`src/rtl/hazard_scoreboard_unit.sv`:
```
// ID-stage hazard unit with per-register load-latency scoreboard and memory freeze.
// Define HAZ_PERF_CNT_EN to add the stall_cycles performance counter.
module hazard_scoreboard_unit #(
    parameter int REG_W    = 4,
    parameter int LOAD_LAT = 0
) (
    input  logic             clk,
    input  logic             rst,
    input  logic [REG_W-1:0] SrcReg1,
    input  logic [REG_W-1:0] SrcReg2,
    input  logic             MemWrite,
    input  logic             Branch,
    input  logic             BR,
    input  logic             update_PC,
    input  logic             ID_EX_RegWrite,
    input  logic             ID_EX_MemEnable,
    input  logic             ID_EX_MemWrite,
    input  logic             ID_EX_Z_en,
    input  logic             ID_EX_NV_en,
    input  logic [REG_W-1:0] ID_EX_reg_rd,
    input  logic             EX_MEM_RegWrite,
    input  logic [REG_W-1:0] EX_MEM_reg_rd,
    input  logic             mem_busy,
    output logic             PC_stall,
    output logic             IF_ID_stall,
    output logic             ID_flush,
    output logic             IF_flush,
`ifdef HAZ_PERF_CNT_EN
    output logic             pipe_freeze,
    output logic [31:0]      stall_cycles
`else
    output logic             pipe_freeze
`endif
);

    localparam int NREG = 1 << REG_W;
    localparam logic [2:0] LAT = 3'(LOAD_LAT);
    localparam logic [REG_W-1:0] R0 = '0;

    logic [2:0] cnt [NREG];

    logic ex_load;
    logic ld_hit1, ld_hit2;
    logic busy1, busy2, st_busy2;
    logic flag_haz, ex_fwd1, mem_fwd1;
    logic lu_haz, b_haz, br_haz, haz;

    assign ex_load  = ID_EX_MemEnable & ~ID_EX_MemWrite & (ID_EX_reg_rd != R0);
    assign ld_hit1  = ex_load & (ID_EX_reg_rd == SrcReg1);
    assign ld_hit2  = ex_load & (ID_EX_reg_rd == SrcReg2);
    assign busy1    = ld_hit1 | (cnt[SrcReg1] != 3'd0);
    assign busy2    = ld_hit2 | (cnt[SrcReg2] != 3'd0);
    // store data can still be forwarded MEM-to-MEM one cycle later
    assign st_busy2 = (ld_hit2 & (LAT != 3'd0)) | (cnt[SrcReg2] > 3'd1);
    assign lu_haz   = busy1 | (MemWrite ? st_busy2 : busy2);

    assign flag_haz = ID_EX_Z_en | ID_EX_NV_en;
    assign ex_fwd1  = ID_EX_RegWrite & (ID_EX_reg_rd != R0)
                    & (ID_EX_reg_rd == SrcReg1);
    assign mem_fwd1 = EX_MEM_RegWrite & (EX_MEM_reg_rd != R0)
                    & (EX_MEM_reg_rd == SrcReg1);
    assign b_haz    = Branch & flag_haz;
    assign br_haz   = Branch & BR
                    & (flag_haz | ex_fwd1 | mem_fwd1 | (cnt[SrcReg1] != 3'd0));
    assign haz      = lu_haz | b_haz | br_haz;

    always_ff @(posedge clk) begin
        if (rst) begin
            for (int r = 0; r < NREG; r++) cnt[r] <= 3'd0;
        end else if (!mem_busy) begin
            for (int r = 0; r < NREG; r++) begin
                if (r == 0)
                    cnt[r] <= 3'd0;
                else if (ex_load && (ID_EX_reg_rd == REG_W'(r)))
                    cnt[r] <= LAT;
                else if (cnt[r] != 3'd0)
                    cnt[r] <= cnt[r] - 3'd1;
            end
        end
    end

    always_comb begin
        PC_stall    = mem_busy | haz;
        IF_ID_stall = mem_busy | haz;
        ID_flush    = ~mem_busy & haz;
        IF_flush    = ~mem_busy & ~haz & update_PC;
        pipe_freeze = mem_busy;
    end

`ifdef HAZ_PERF_CNT_EN
    always_ff @(posedge clk) begin
        if (rst)
            stall_cycles <= 32'd0;
        else if (haz && !mem_busy && (stall_cycles != 32'hFFFF_FFFF))
            stall_cycles <= stall_cycles + 32'd1;
    end
`endif

endmodule

```
`config.mk`:
```
export PLATFORM = sky130hd
export DESIGN_NAME = hazard_scoreboard_unit
export DESIGN_NICKNAME = d
export VERILOG_FILES = /design/src/rtl/hazard_scoreboard_unit.sv
export SDC_FILE = /design/constraint.sdc
export NUM_CORES = 1
export LEC_CHECK = 0
export ABC_CLOCK_PERIOD_IN_PS = 4500
export CAP_MARGIN = 20
export CORE_MARGIN = 1.5
export CORE_UTILIZATION = 57
export CTS_CLUSTER_SIZE = 40
export DETAILED_ROUTE_END_ITERATION = 8
export PLACE_DENSITY = 0.8
export SLEW_MARGIN = 20
export SYNTH_ARGS = -nofsm -noshare
export SYNTH_HDL_FRONTEND = slang
export SYNTH_SLANG_ARGS = --single-unit
```
`constraint.sdc`:
```
create_clock -name clk -period 4.5 [get_ports clk]
set_input_delay 1.35 -clock clk [delete_from_list [all_inputs] [get_ports clk]]
set_output_delay 1.35 -clock clk [all_outputs]
set_load 0.01 [all_outputs]
```
==> results of run 1 <==
==> repair_timing <==
action | CTS | global route
hold buffers | 0 | 0
setup endpoints to repair | 4 | 4
resized for setup | 33 | 33
pin swaps | 3 | 8
endpoints found under the hold margin | 0 | 0
setup buffers | 2 | 3
==> layout make-up <==
type	instances	area [um^2]	share of cell area (%)
clock buffer	5	68.82	1.634
multi-input combinational	249	1867	44.33
inverter	47	176.4	4.189
timing repair buffer	70	616.8	14.65
tap	72	90.09	2.139
clock inverter	3	41.29	0.9804
sequential	45	1351	32.09
==> where the power goes <==
group	internal (mW)	switching [mW]	total (mW)
combinational	0.173	0.199	0.372
sequential	0.527	0.0400	0.567
clock	0.164	0.145	0.308
total	0.864	0.384	1.25
==> worst max path at each step <==
stage	slack, ns	start	endpoint	cells after the start
after CTS	0.003	EX_MEM_reg_rd[2]	ID_flush	8
final	0.06	SrcReg1[1]	ID_flush	10
after detailed placement	-0.83	SrcReg2[1]	IF_flush	7
after floorplan	0.26	SrcReg2[1]	PC_stall	7
after global placement	-0.80	SrcReg2[1]	IF_flush	7
after global routing	-0.03	SrcReg1[1]	IF_flush	9
==> cells by family after synthesis <==
family / Yosys count / synth area share (%)
AND/OR/NAND/NOR: 158 / 22.85
multiplexers: 5 / 3.115
AO/OA/AOI/OAI: 47 / 10.85
XOR/XNOR: 9 / 2.423
adder cells (fa/ha/maj): 30 / 11.54
buffers and inverters: 62 / 7.692
flip-flops: 45 / 41.54
==> per-stage QoR <==
stage / total power [mW] / cell area, um^2 / worst slack (ns)
finish: 1.248 / 4212 / 0.06295
global route: 1.310 / 4212 / -0.03170
CTS: 1.207 / 4000 / 0.003096
detailed placement: 0.9013 / 3847 / -0.8334
global placement: 0.8826 / 3847 / -0.7954
floorplan: 0.7736 / 3253 / 0.2578
==> cells in the final DEF (no fill, tap or decap), types with 2 or more instances in the layout <==
master / synthesis / routed
sky130_fd_sc_hd__nor2_1: 67 / 67
sky130_fd_sc_hd__inv_1: 46 / 46
sky130_fd_sc_hd__edfxtp_1: 45 / 45
sky130_fd_sc_hd__buf_4: 2 / 35
sky130_fd_sc_hd__nand2_1: 30 / 30
sky130_fd_sc_hd__ha_1: 30 / 30
sky130_fd_sc_hd__clkdlybuf4s50_1: 0 / 17
sky130_fd_sc_hd__a21oi_1: 16 / 15
sky130_fd_sc_hd__or2_1: 12 / 12
sky130_fd_sc_hd__nor3_1: 10 / 9
sky130_fd_sc_hd__dlymetal6s2s_1: 0 / 8
sky130_fd_sc_hd__nor2b_1: 7 / 7
sky130_fd_sc_hd__or2_2: 7 / 7
sky130_fd_sc_hd__xnor2_1: 7 / 6
sky130_fd_sc_hd__nand3_1: 6 / 6
sky130_fd_sc_hd__clkbuf_8: 0 / 5
sky130_fd_sc_hd__a211o_1: 4 / 4
sky130_fd_sc_hd__mux4_2: 4 / 4
sky130_fd_sc_hd__buf_2: 2 / 4
sky130_fd_sc_hd__a31oi_4: 0 / 3
sky130_fd_sc_hd__a2111oi_4: 0 / 3
sky130_fd_sc_hd__buf_6: 1 / 3
sky130_fd_sc_hd__nor3b_1: 2 / 2
sky130_fd_sc_hd__a31oi_1: 5 / 2
sky130_fd_sc_hd__a32oi_2: 0 / 2
sky130_fd_sc_hd__or3_1: 3 / 2
sky130_fd_sc_hd__o311ai_4: 0 / 2
sky130_fd_sc_hd__xor2_1: 2 / 2
sky130_fd_sc_hd__nand4_1: 2 / 2
sky130_fd_sc_hd__o2111ai_1: 2 / 2
==> worst reg2reg max path, cell delays in order (launching register included) <==
cell	delay, ns
sky130_fd_sc_hd__edfxtp_1	0.49
sky130_fd_sc_hd__inv_1	0.10
sky130_fd_sc_hd__ha_1	0.16
sky130_fd_sc_hd__ha_1	0.19
sky130_fd_sc_hd__a21oi_1	0.07
sky130_fd_sc_hd__or2_2	0.32
==> layer usage <==
metal	global-route usage, %	wire length [um]	vias to the layer above
met2	49.83	4349	114
li1	-	-	1359
met3	5.581	534	33
met5	0	0	-
met4	15.54	298	0
met1	31.76	3398	1384
==> load_flow_metrics.sql, run 1 <==
INSERT INTO impl_metrics (metric_group, metric, value, unit) VALUES
('status', 'status', 'completed', ''),
('clock_tree', 'cts.path.max_buffers', '2', ''),
('placed_design', 'globalplace.congestion', '0.9137', ''),
('setup_path', 'crit_arrival', '3.09', 'ns'),
('sta', 'min_period', '4.437', 'ns'),
('pwr', 'static-leakage-power', '1.775', 'nW'),
('detailed_routing', 'route.detailed.vias_per_inst', '5.886', ''),
('clock_tree', 'cts_htree_levels', '2', ''),
('logic_synthesis', 'syn-mean-instance-area', '9.138', 'um^2'),
('clock_tree', 'numCtsBuffers', '5', ''),
('logic_synthesis', 'synthCells', '356', ''),
('sta', 'finalMaxSlewViolations', '0', ''),
('setup_path', 'worst-endpoint-required', '3.15', 'ns'),
('setup_path', 'crit_path_max_incr_delay', '0.34', 'ns'),
('cells_and_area', 'largest_reg_flops', '45', ''),
('die', 'fp.dieW', '78.55', 'um'),
('global_route', 'grt_use_total', '28.25', '%'),
('setup_path', 'critical_path.most_common_cell', 'sky130_fd_sc_hd__buf_4', ''),
('cells_and_area', 'fin_util', '76.48', '%'),
('placed_design', 'half_perimeter_wire_length_after_placement', '6319', 'um'),
('setup_path', 'regToRegStartpoint', 'cnt[2][0]', ''),
('detailed_routing', 'wire_per_inst', '17.48', 'um'),
('logic_synthesis', 'number_of_enable_type_register_cells_in_the_synthesized_netlist', '45', ''),
('setup_path', 'path_max_fanout', '4', ''),
('logic_synthesis', 'synth.most_common_cell', 'sky130_fd_sc_hd__nor2_1', ''),
('detailed_routing', 'drtPass1Iterations', '5', ''),
('hold_path', 'worst_hold_path.num_cells', '1', ''),
('detailed_routing', 'drcViolationCount', '0', ''),
('logic_synthesis', 'netlist.top_cell.by_area', 'sky130_fd_sc_hd__edfxtp_1', ''),
('global_route', 'grt_overflow_total', '0', ''),
('die', 'dieArea', '6169', 'um^2'),
('run', 'drv.max_cap_violation_count', '0', ''),
('sta', 'timing.fmax', '225.4', 'MHz'),
('hold_path', 'hold_end', 'cnt[11][0]', ''),
('logic_synthesis', 'synth_seq_area_share', '41.54', '%'),
('cells_and_area', 'design.final.nets', '477', ''),
('global_route', 'grt_first_pass_wirelength', '13220', 'um'),
('logic_synthesis', 'synth_fp_nets', '415', ''),
('global_route', 'grt_max_degree', '19', ''),
('clock_tree', 'clk_pin_slew', '0.08', 'ns'),
('setup_path', 'startpoint_type', 'input pin', ''),
('cells_and_area', 'reg_top3', 'cnt x45', ''),
('sta', 'timing.final.crit_share', '98.60', '%'),
('detailed_routing', 'drt_wl_total', '8581', 'um'),
('logic_synthesis', 'yosys-top-cells-area', 'sky130_fd_sc_hd__edfxtp_1 (42%), sky130_fd_sc_hd__ha_1 (12%), sky130_fd_sc_hd__nor2_1 (7.7%), sky130_fd_sc_hd__inv_1 (5.3%), sky130_fd_sc_hd__nand2_1 (3.5%)', ''),
('clock_tree', 'tritoncts_num_sinks', '45', ''),
('setup_path', 'critPathTopFamily', 'buffers and inverters', ''),
('logic_synthesis', 'synth.top_cell.area_share', '41.54', '%'),
('clock_tree', 'cts_tree', 'built', ''),
('sta', 'worst_tran_pin_value', '0.6803', 'ns'),
('sta', 'final-setup-viol-count', '0', ''),
('logic_synthesis', 'synth_warnings', '0', ''),
('placed_design', 'buffer_ports.inserted', '33', ''),
('pwr', 'ir_worst_vdd', '0.1925', 'mV'),
('global_route', 'antenna_found_initial', '0', ''),
('die', 'die_height', '78.55', 'um'),
('sta', 'hold_violations', '0', ''),
('sta', 'finalSetupTns', '0', 'ns'),
('detailed_routing', 'detailedRoute.firstIterationViolations', '231', ''),
('setup_path', 'cell_with_the_largest_stage_delay_on_the_worst_path', 'sky130_fd_sc_hd__a211o_1', ''),
('setup_path', 'worst_r2r_endpoint', 'cnt[2][1]', ''),
('logic_synthesis', 'synth_cell_types', '53', ''),
('cells_and_area', 'stdcell_count', '491', ''),
('cells_and_area', 'register_with_the_most_flip_flops', 'cnt', ''),
('setup_path', 'criticalPathCategory', 'input pin to primary output', ''),
('die', 'initial_core_util', '59.08', '%'),
('logic_synthesis', 'synthTopCellsByCount', 'sky130_fd_sc_hd__nor2_1 (67), sky130_fd_sc_hd__inv_1 (46), sky130_fd_sc_hd__edfxtp_1 (45), sky130_fd_sc_hd__ha_1 (30), sky130_fd_sc_hd__nand2_1 (30)', ''),
('die', 'io_pins', '34', ''),
('sta', 'max-slew-margin-rel', '54.65', '%'),
('logic_synthesis', 'synth_flop_cell', 'sky130_fd_sc_hd__edfxtp_1', ''),
('setup_path', 'timing.critical_path.cells', 'clkdlybuf4s15_2 > buf_4 > inv_1 > buf_4 > a31oi_1 > a211o_1 > a32oi_2 > buf_4 > a31oi_4 > buf_6', '');
No activity file was read; power rests on OpenSTA's default activity.
==> run 2, diff against run 1 <==
--- a/config.mk
+++ b/config.mk
@@ -8,10 +8,13 @@
 export ABC_CLOCK_PERIOD_IN_PS = 4500
 export CAP_MARGIN = 20
 export CORE_MARGIN = 1.5
-export CORE_UTILIZATION = 57
+export CORE_UTILIZATION = 64
 export CTS_CLUSTER_SIZE = 40
 export DETAILED_ROUTE_END_ITERATION = 8
+export DONT_BUFFER_PORTS = 1
+export HOLD_SLACK_MARGIN = 0.06
 export PLACE_DENSITY = 0.8
+export REMOVE_ABC_BUFFERS = 1
 export SLEW_MARGIN = 20
 export SYNTH_ARGS = -nofsm -noshare
 export SYNTH_HDL_FRONTEND = slang
==> run 2 against run 1 <==
Clock-buffer cell count is 1 higher. Worst setup slack better by 0.21 ns. Register-to-register slack better by 0.07 ns. Routed wire length is 17% lower. Power is 16% lower. First-iteration DRC count is 15% lower. Clock skew is 0.00056 ns lower. Critical endpoint is now IF_flush. Final cell count is 15% lower.
==> load_flow_metrics.sql, run 2 (synthesis results as in run 1) <==
INSERT INTO impl_metrics (metric_group, metric, value, unit) VALUES
('status', 'status', 'completed', ''),
('detailed_routing', 'drcViolationCount', '0', ''),
('pwr', 'power_density_normalized_to_cell_area', '314.9', 'nW/um^2'),
('detailed_routing', 'detailedRoute.firstIterationViolations', '197', ''),
('cells_and_area', 'design.final.nets', '407', ''),
('pwr', 'power.combinational.fraction', '24.1', '%'),
('clock_tree', 'clk_pin_slew', '0.07', 'ns'),
('die', 'core', '4817', 'um^2'),
('placed_design', 'buffer_ports.inserted', '0', ''),
('global_route', 'antenna_found_initial', '0', ''),
('clock_tree', 'cts_htree_levels', '2', ''),
('die', 'dieArea', '5520', 'um^2'),
('clock_tree', 'tritoncts_num_sinks', '45', ''),
('setup_path', 'criticalPathCategory', 'input pin to primary output', ''),
('sta', 'timing.final.ws_setup', '0.2683', 'ns'),
('sta', 'max-slew-margin-rel', '56.25', '%'),
('setup_path', 'crit_arrival', '2.88', 'ns'),
('pwr', 'ir_worst_vdd', '0.2492', 'mV'),
('setup_path', 'worst-endpoint-required', '3.15', 'ns'),
('clock_tree', 'clock_insertion_delay_worst_skew', '0.30', 'ns'),
('pwr', 'static-leakage-power', '1.341', 'nW'),
('pwr', 'switching_power', '0.3062', 'mW'),
('detailed_routing', 'drtPass1Iterations', '5', ''),
('global_route', 'grt_max_degree', '20', ''),
('cells_and_area', 'antenna_cells', '0', ''),
('detailed_routing', 'route.detailed.vias_per_inst', '6.106', ''),
('placed_design', 'dp_worst_setup_slack', '0.2784', 'ns'),
('sta', 'timing.final.crit_share', '94.04', '%'),
('clock_tree', 'cts_post_setup_buffers_inserted', '0', ''),
('sta', 'rsz0062_at_grt', 'false', ''),
('pwr', 'internal_power', '0.7455', 'mW'),
('global_route', 'grt_overflow_total', '0', ''),
('pwr', 'part_of_the_total_power_dissipated_in_sequential_elements', '53.5', '%'),
('setup_path', 'path_max_fanout', '12', ''),
('sta', 'finalMaxSlewViolations', '0', ''),
('sta', 'finalSetupTns', '0', 'ns'),
('detailed_routing', 'vias', '2534', ''),
('pwr', 'pwr-share-clk', '22.4', '%'),
('pwr', 'p_sw_share', '29.11', '%'),
('clock_tree', 'cts.root.buffer_cell', 'sky130_fd_sc_hd__clkbuf_8', ''),
('hold_path', 'timing.hold.worst.class', 'register to register', ''),
('detailed_routing', 'wire_per_inst', '17.12', 'um'),
('global_route', 'vias_in_the_first_global_route', '2500', ''),
('cells_and_area', 'reg_top3', 'cnt x45', ''),
('cells_and_area', 'register_with_the_most_flip_flops', 'cnt', ''),
('sta', 'fin_clk_skew', '0.0007413', 'ns'),
('setup_path', 'critPathCaptureType', 'primary output', ''),
('cells_and_area', 'drive_gt1_share', '5.747', '%'),
('die', 'initial_core_util', '67.53', '%'),
('run', 'drv.max_cap_violation_count', '0', ''),
('die', 'die_height', '74.30', 'um'),
('detailed_routing', 'postRouteAntennaNets', '0', ''),
('sta', 'worst_tran_pin_value', '0.6562', 'ns'),
('cells_and_area', 'mostFrequentLayoutCell', 'sky130_fd_sc_hd__nor2_1', ''),
('sta', 'min_period', '4.232', 'ns'),
('die', 'fp.dieW', '74.30', 'um'),
('setup_path', 'startpoint_type', 'input pin', ''),
('die', 'io_pins', '34', ''),
('cells_and_area', 'largest_reg_flops', '45', ''),
('clock_tree', 'numCtsBuffers', '5', ''),
('global_route', 'grt_use_total', '27.97', '%'),
('clock_tree', 'cts_hold_buf', '0', ''),
('global_route', 'grt_first_pass_wirelength', '11450', 'um'),
('cells_and_area', 'syn2layout_area_growth', '2.654', '%'),
('die', 'placement_rows', '25', ''),
('sta', 'hold_violations', '0', ''),
('cells_and_area', 'layout_common_cells', 'sky130_fd_sc_hd__nor2_1 (67), sky130_fd_sc_hd__inv_1 (46), sky130_fd_sc_hd__edfxtp_1 (45)', ''),
('sta', 'timing.fmax', '236.3', 'MHz'),
('detailed_routing', 'drt_wl_total', '7106', 'um'),
('placed_design', 'globalplace.congestion', '0.9119', ''),
('clock_tree', 'post_cts_resize_count', '0', ''),
('sta', 'final-setup-viol-count', '0', ''),
('clock_tree', 'cts_tree', 'built', ''),
('placed_design', 'half_perimeter_wire_length_after_placement', '5520', 'um'),
('clock_tree', 'cts.path.max_buffers', '2', '');
==> run 2: final cells by class <==
| class | count | area [um^2] |
|---|---|---|
| Multi-Input combinational cell | 249 | 1652 |
| Fill cell | 398 | 1478 |
| Sequential cell | 45 | 1351 |
| Inverter | 47 | 176.4 |
| Tap cell | 67 | 83.83 |
| Clock buffer | 6 | 72.57 |
| Clock inverter | 1 | 3.754 |
==> run 2: power groups by stage <==
stage / registers, mW / logic [mW] / clock network, mW
after floorplan: 0.560 / 0.200 / 0
after global placement: 0.571 / 0.241 / 0
after detailed placement: 0.572 / 0.251 / 0
after CTS: 0.563 / 0.252 / 0.237
after global routing: 0.569 / 0.294 / 0.248
final: 0.563 / 0.254 / 0.235
==> run 2: per-stage QoR <==
stage | power [mW] | area [um^2] | hold WS [ns] | std cells | utilization (%)
after global routing | 1.111 | 3339 | 0.6045 | 415 | 69.32
after floorplan | 0.7595 | 3179 | 0.5304 | 341 | -
after detailed placement | 0.8228 | 3263 | 0.5504 | 408 | 67.74
after global placement | 0.8114 | 3263 | 0.5448 | 408 | 67.74
after CTS | 1.052 | 3339 | 0.5611 | 415 | 69.32
final | 1.052 | 3339 | 0.5627 | 415 | 69.32
==> run 2: layer usage <==
metal  vias up  routed length (um)  track usage (%)
met5         -                   0                0
met4         0                 171            9.899
met3        21                 619            6.098
met2       111                3461            48.21
met1      1190                2853            34.82
li1       1212                   -                -
==> run 2: path summary, 6_finish.rpt <==
check / startpoint / end / slack [ns] / cells after the start
min reg2reg: cnt[11][0] / cnt[11][0] / 0.56 / 1
max reg2reg: cnt[9][0] / cnt[9][0] / 3.01 / 5
min: cnt[11][0] / cnt[11][0] / 0.56 / 1
max: SrcReg1[1] / IF_flush / 0.27 / 5
==> run 2: worst max-delay path: stages <==
cell	delay, ns
sky130_fd_sc_hd__or4_1	0.46
sky130_fd_sc_hd__o311ai_1	0.10
sky130_fd_sc_hd__o311ai_1	0.17
sky130_fd_sc_hd__a2111oi_2	0.49
sky130_fd_sc_hd__and4_1	0.32
